`config.mk`:
```
export PLATFORM = sky130hd
export DESIGN_NAME = vga_text_overlay
export DESIGN_NICKNAME = d
export VERILOG_FILES = /design/src/rtl/vga_text_overlay.sv
export SDC_FILE = /design/constraint.sdc
export NUM_CORES = 1
export LEC_CHECK = 0
export ABC_AREA = 1
export CAP_MARGIN = 15
export CORE_UTILIZATION = 29
export CTS_CLUSTER_DIAMETER = 60
export CTS_CLUSTER_SIZE = 30
export DETAILED_ROUTE_END_ITERATION = 8
export PLACE_DENSITY = 0.7
export SYNTH_ARGS = -nofsm -noshare
export SYNTH_HDL_FRONTEND = slang
export SYNTH_SLANG_ARGS = --single-unit
```
`constraint.sdc`:
```
create_clock -name CLK -period 2.6 [get_ports CLK]
set_clock_uncertainty 0.1 [all_clocks]
set_input_delay 0.52 -clock CLK [delete_from_list [all_inputs] [get_ports CLK]]
set_output_delay 0.52 -clock CLK [all_outputs]
set_load 0.05 [all_outputs]
```
`src/rtl/vga_text_overlay.sv`:
```
// Text-overlay pixel generator: N fields of scaled glyphs, 2-cycle pipeline
// against a font ROM addressed by rom_addr, with a frame-synced blinking cursor.
module vga_text_overlay #(
    parameter int N_FIELDS        = 3,
    parameter int CHARS_PER_FIELD = 8,
    parameter int SCALE_LOG2      = 1,
    parameter logic [N_FIELDS*6-1:0] FIELD_COL = {N_FIELDS{6'd4}},
    parameter logic [N_FIELDS*5-1:0] FIELD_ROW = {N_FIELDS{5'd2}},
    parameter int BLINK_FRAMES    = 30,
    localparam int NFW = (N_FIELDS > 1) ? $clog2(N_FIELDS) : 1,
    localparam int JW  = (CHARS_PER_FIELD > 1) ? $clog2(CHARS_PER_FIELD) : 1
) (
    input  logic                                  CLK,
    input  logic                                  RESET,
    input  logic [9:0]                            pix_x,
    input  logic [9:0]                            pix_y,
    input  logic                                  video_on,
    input  logic [N_FIELDS-1:0]                   field_en,
    input  logic [N_FIELDS*CHARS_PER_FIELD*7-1:0] field_chars,
    input  logic [N_FIELDS*3-1:0]                 field_rgb,
    input  logic                                  cursor_en,
    input  logic [NFW-1:0]                        cursor_field,
    input  logic [JW-1:0]                         cursor_pos,
    output logic [10:0]                           rom_addr,
    input  logic [7:0]                            font_word,
    output logic [2:0]                            graph_rgb,
    output logic                                  text_on
);

    localparam int CPF = CHARS_PER_FIELD;
    localparam int S   = SCALE_LOG2;
    localparam int CW  = (BLINK_FRAMES > 1) ? $clog2(BLINK_FRAMES) : 1;

    typedef enum logic [1:0] {
        BL_OFF,
        BL_INV,
        BL_NORM
    } blink_t;

    logic [9:0]          w_cx;
    logic [9:0]          w_cy;
    logic [3:0]          w_grow;
    logic [2:0]          w_gcol;
    logic [N_FIELDS-1:0] w_fhit;
    logic [JW-1:0]       w_fj [N_FIELDS];

    assign w_cx   = pix_x >> (3 + S);
    assign w_cy   = pix_y >> (4 + S);
    assign w_grow = 4'(pix_y >> S);
    assign w_gcol = 3'(pix_x >> S);

    for (genvar g = 0; g < N_FIELDS; g++) begin : g_fld
        logic [5:0]  w_col;
        logic [4:0]  w_row;
        logic [10:0] w_rel;
        assign w_col     = FIELD_COL[g*6 +: 6];
        assign w_row     = FIELD_ROW[g*5 +: 5];
        assign w_rel     = {1'b0, w_cx} - {5'd0, w_col};
        assign w_fhit[g] = field_en[g] && (w_cy == {5'd0, w_row})
                        && (w_cx >= {4'd0, w_col}) && (w_rel < 11'(CPF));
        assign w_fj[g]   = w_rel[JW-1:0];
    end

    logic           w_hit;
    logic [NFW-1:0] w_sel;
    logic [JW-1:0]  w_j;
    logic [6:0]     w_char;
    logic [2:0]     w_rgb;
    logic           w_cur;

    // Descending scan so the lowest-numbered overlapping field wins.
    always_comb begin
        w_hit  = 1'b0;
        w_sel  = '0;
        w_j    = '0;
        w_char = 7'h20;
        w_rgb  = 3'd0;
        for (int i = N_FIELDS - 1; i >= 0; i--) begin
            if (w_fhit[i]) begin
                w_hit = 1'b1;
                w_sel = NFW'(i);
                w_j   = w_fj[i];
                w_rgb = field_rgb[i*3 +: 3];
                for (int j = 0; j < CPF; j++) begin
                    if (w_fj[i] == JW'(j))
                        w_char = field_chars[(i*CPF+j)*7 +: 7];
                end
            end
        end
    end

    assign w_cur = cursor_en && w_hit
                && (cursor_field == w_sel) && (cursor_pos == w_j);

    logic [10:0] r_rom_addr;
    logic        r_hit;
    logic [2:0]  r_gcol;
    logic [2:0]  r_rgb;
    logic        r_cur;
    logic        r_von;
    logic [2:0]  r_graph;
    logic        r_text;
    logic        r_zero_d;
    blink_t      r_state;
    logic [CW-1:0] r_cnt;

    always_ff @(posedge CLK or posedge RESET) begin
        if (RESET) begin
            r_rom_addr <= '0;
            r_hit      <= 1'b0;
            r_gcol     <= '0;
            r_rgb      <= '0;
            r_cur      <= 1'b0;
            r_von      <= 1'b0;
        end else begin
            r_rom_addr <= {w_char, w_grow};
            r_hit      <= w_hit;
            r_gcol     <= w_gcol;
            r_rgb      <= w_rgb;
            r_cur      <= w_cur;
            r_von      <= video_on;
        end
    end

    logic       w_bit;
    logic       w_phase;
    logic [2:0] w_graph_nx;

    assign w_bit   = font_word[3'd7 - r_gcol];
    assign w_phase = (r_state == BL_INV);

    always_comb begin
        w_graph_nx = 3'd0;
        if (r_von && r_hit) begin
            if (r_cur && w_phase)
                w_graph_nx = w_bit ? 3'd0 : r_rgb;
            else
                w_graph_nx = w_bit ? r_rgb : 3'd0;
        end
    end

    always_ff @(posedge CLK or posedge RESET) begin
        if (RESET) begin
            r_graph <= '0;
            r_text  <= 1'b0;
        end else begin
            r_graph <= w_graph_nx;
            r_text  <= r_von && r_hit;
        end
    end

    logic   w_zero;
    logic   w_tick;
    blink_t w_state_nx;
    logic [CW-1:0] w_cnt_nx;

    assign w_zero = (pix_x == 10'd0) && (pix_y == 10'd0);
    assign w_tick = w_zero && !r_zero_d;

    always_comb begin
        w_state_nx = r_state;
        w_cnt_nx   = r_cnt;
        unique case (r_state)
            BL_OFF: begin
                w_cnt_nx = '0;
                if (cursor_en)
                    w_state_nx = BL_INV;
            end
            BL_INV, BL_NORM: begin
                if (!cursor_en) begin
                    w_state_nx = BL_OFF;
                    w_cnt_nx   = '0;
                end else if (w_tick) begin
                    if (r_cnt == CW'(BLINK_FRAMES - 1)) begin
                        w_cnt_nx   = '0;
                        w_state_nx = (r_state == BL_INV) ? BL_NORM : BL_INV;
                    end else begin
                        w_cnt_nx = r_cnt + CW'(1);
                    end
                end
            end
            default: begin
                w_state_nx = BL_OFF;
                w_cnt_nx   = '0;
            end
        endcase
    end

    always_ff @(posedge CLK or posedge RESET) begin
        if (RESET) begin
            r_state  <= BL_OFF;
            r_cnt    <= '0;
            r_zero_d <= 1'b0;
        end else begin
            r_state  <= w_state_nx;
            r_cnt    <= w_cnt_nx;
            r_zero_d <= w_zero;
        end
    end

    assign rom_addr  = r_rom_addr;
    assign graph_rgb = r_graph;
    assign text_on   = r_text;

endmodule

```
==> summary.md <==
| Metric | Value |
|---|---|
| Critical Path Source Type | input port |
| Mapped Cells | 630 |
| Remaining Overflow, GRT | 0 |
| Worst path bufs/invs | 9 |
| Type of the worst setup path | in -> reg |
| CTS tree | yes |
| Asr flop ratio synth | 1.00 |
| Die Ht | 114 um |
| Cell mode on critical path | nand2_1 |
| Relative slew slack | 0.652 |
| CTS root buf | clkbuf_16 |
| Critical-path maximum fanout | 6 |
| Post-synth top flop | dfrtp_1 |
| Port Buffers | 231 |
| Final net count | 1223 |
| Synth area leaders | nand2_1, dfrtp_1, nor2_1 |
| Share of layout cells above drive strength 1 | 0.269 |
| Routed vias | 5505 |
| Fmax | 0.347 GHz |
| Post-route ant nets | 0 |
| FP Rows | 40 |
| Final count of negative-setup-slack endpoints | 7 |
| WL/cell | 14.7 um |
| Syn_nets | 855 |
| Max-cap violations | 0 |
| First-pass DRT Iterations | 5 |
| Yosys reg bits | 32 |
| RSZ-0062 raised after global routing | yes |
| Worst stage delay on the critical path | 0.13 ns |
| Core Util, Final | 0.637 |
| Most frequent cells in the layout | clkdlybuf4s50_1, nand2_1, buf_4 |
| Final Hold Vio Count | 0 |
| Detailed Place HPWL | 13200 um |
| Cts hold-fix bufs | 0 |
| Total CTS buffers | 5 |
| Fin area | 7680 um^2 |
| Failing checks | setup timing |
| Post-synthesis cell area | 3610 um^2 |
| Latest clock arrival within the worst-skew pair | 0.27 ns |
| Hold WC Path Type | reg -> reg |
| CTS HTree Levels | 2 |
| Pin count of the biggest net entering global routing | 33 |
| Ant. Diodes | 0 |
| Global-route wire length before repair | 26200 um |
| Req. time, crit path | 2.67 ns |
| CP delay by family, top | simple AND/OR/NAND/NOR gates |
| Initial DRC Count | 404 |
| Clock slew at reported path FFs | 0.05 ns |
| Vias in the first global route | 5333 |
| Slew @ Worst Pin | 0.521 ns |
| Unique masters post-synth | 42 |
| Post-layout min period | 2.88 ns |
| Io pins | 232 |
| Initial antenna violation count | 1 |
| DIE WIDTH | 114 um |
| Critical Path AT | 2.95 ns |
| Commonest non-fill, non-tap cell in the layout | clkdlybuf4s50_1 |
| Slowest CP cell | buf_12 |
| WL final | 17100 um |
| Post-DP Area | 6810 um^2 |
| All-layer global routing usage | 0.259 |
| Core box area | 12100 um^2 |
| Seq/Total Area, Yosys | 0.222 |
| P per Cell Area | 308 nW/um^2 |
| Total clock sinks | 32 |
| Period utilisation layout | 1.11 |
| Top cell type's share of synthesized area | 0.229 |
| Leak | 3.75 nW |
| DRC Markers | 0 |
| Post-synth EDFFs | 0 |
| Area leader, netlist | nand2_1 |
| GP Congestion | 0.901 |
| Synth warnings | 0 |
| Initial core utilization | 0.299 |
| Avg Inst Size Synth | 5.72 um^2 |
| Peak supply drop | 0.308 mV |
| Status | finished with violations |
| Slew Viols, Final | 0 |
| Die area | 12900 um^2 |
| Layout area overhead | 113% |
| Max Buffers Root-to-Sink | 2 |
| Final Worst Setup Slack | -0.284 ns |
| Via/cell ratio | 4.72 |
| Setup crit end kind | flop |
-- tightest hold or removal path, cell delays in order (launching register included) --
cell	delay (ns)
dfrtp_1	0.35
nand2_1	0.06
nor2_1	0.04
-- timing repair --
action / in CTS / in global routing
gates resized for setup: 84 / 43
hold endpoints to repair: 0 / 0
pin swaps: 49 / 44
endpoints found under the setup margin: 13 / 14
buffers inserted: 50 / 10
-- area by class of cell --
class,instances,area [um^2]
Sequential cell,32,801
Timing Repair Buffer,389,3580
Multi-Input combinational cell,531,2770
Clock buffer,8,146
Tap cell,168,210
Fill cell,1077,4380
Inverter,39,169
-- metal layers --
metal	GRT usage	up-vias	routed length, um
li1	-	2751	-
met3	0.0383	33	1130
met1	0.329	2474	7310
met2	0.453	245	8240
met4	0.0781	2	418
met5	0	-	13
-- per-stage QoR --
step	instances	TNS [ns]	setup WS [ns]	hold WS, ns	power [mW]
final	1167	-1.34	-0.284	0.381	2.36
after global routing	1167	-3.04	-0.515	0.388	2.50
after CTS	1161	-1.11	-0.232	0.379	2.27
after detailed placement	1103	-9.43	-1.10	0.370	1.53
after global placement	1103	-8.81	-1.10	0.363	1.52
after floorplan	630	-0.149	-0.0923	0.333	0.965
-- sequential cells by signal (all words and copies together), names as in the netlist, 2 cells and up --
name and cells:
r_gcol 3, r_rgb 3, rom_addr 11, graph_rgb 3
r_cnt 5, r_state 2
-- path summary, 6_finish.rpt --
path                       slack (ns)  cells after the start            to  startpoint
max in group asynchronous        1.54                      3     r_gcol[2]       RESET
min reg2reg                      0.38                      2  graph_rgb[2]    r_rgb[2]
max reg2reg                      0.73                     10      r_cnt[0]  r_state[0]
min in group asynchronous        0.53                      3   rom_addr[4]       RESET
min                              0.38                      2  graph_rgb[2]    r_rgb[2]
max                             -0.28                     30   rom_addr[9]    pix_x[6]
-- synth_stat cells (3+ instances only) --
cell / instances
nor2_4: 3
inv_1: 33
ha_1: 8
inv_2: 3
nand3_1: 53
buf_2: 8
or2_0: 4
nand2_1: 220
nor3_1: 3
nand4_1: 14
dfrtp_1: 32
a21oi_1: 56
buf_6: 4
or2_2: 17
nor2_1: 115
clkbuf_1: 9
o21ai_0: 8
xnor2_1: 3
buf_4: 6
-- power by group --
| part | internal, mW | total, mW | switching, mW |
|---|---|---|---|
| clock | 0.381 | 0.579 | 0.198 |
| sequential | 0.528 | 0.553 | 0.0250 |
| combinational | 0.691 | 1.23 | 0.539 |
-- logic make-up (layout without fill, tap and decap cells) --
group                    after synthesis  count (layout)  synth area share
XOR/XNOR                               4               4           0.00972
flip-flops                            32              32             0.222
AO/OA/AOI/OAI                         73              73             0.108
AND/OR/NAND/NOR                      446             446             0.542
adder cells (fa/ha/maj)                8               8            0.0278
buffers and inverters                 67             436            0.0906
Power figures use the tool's default switching activity.
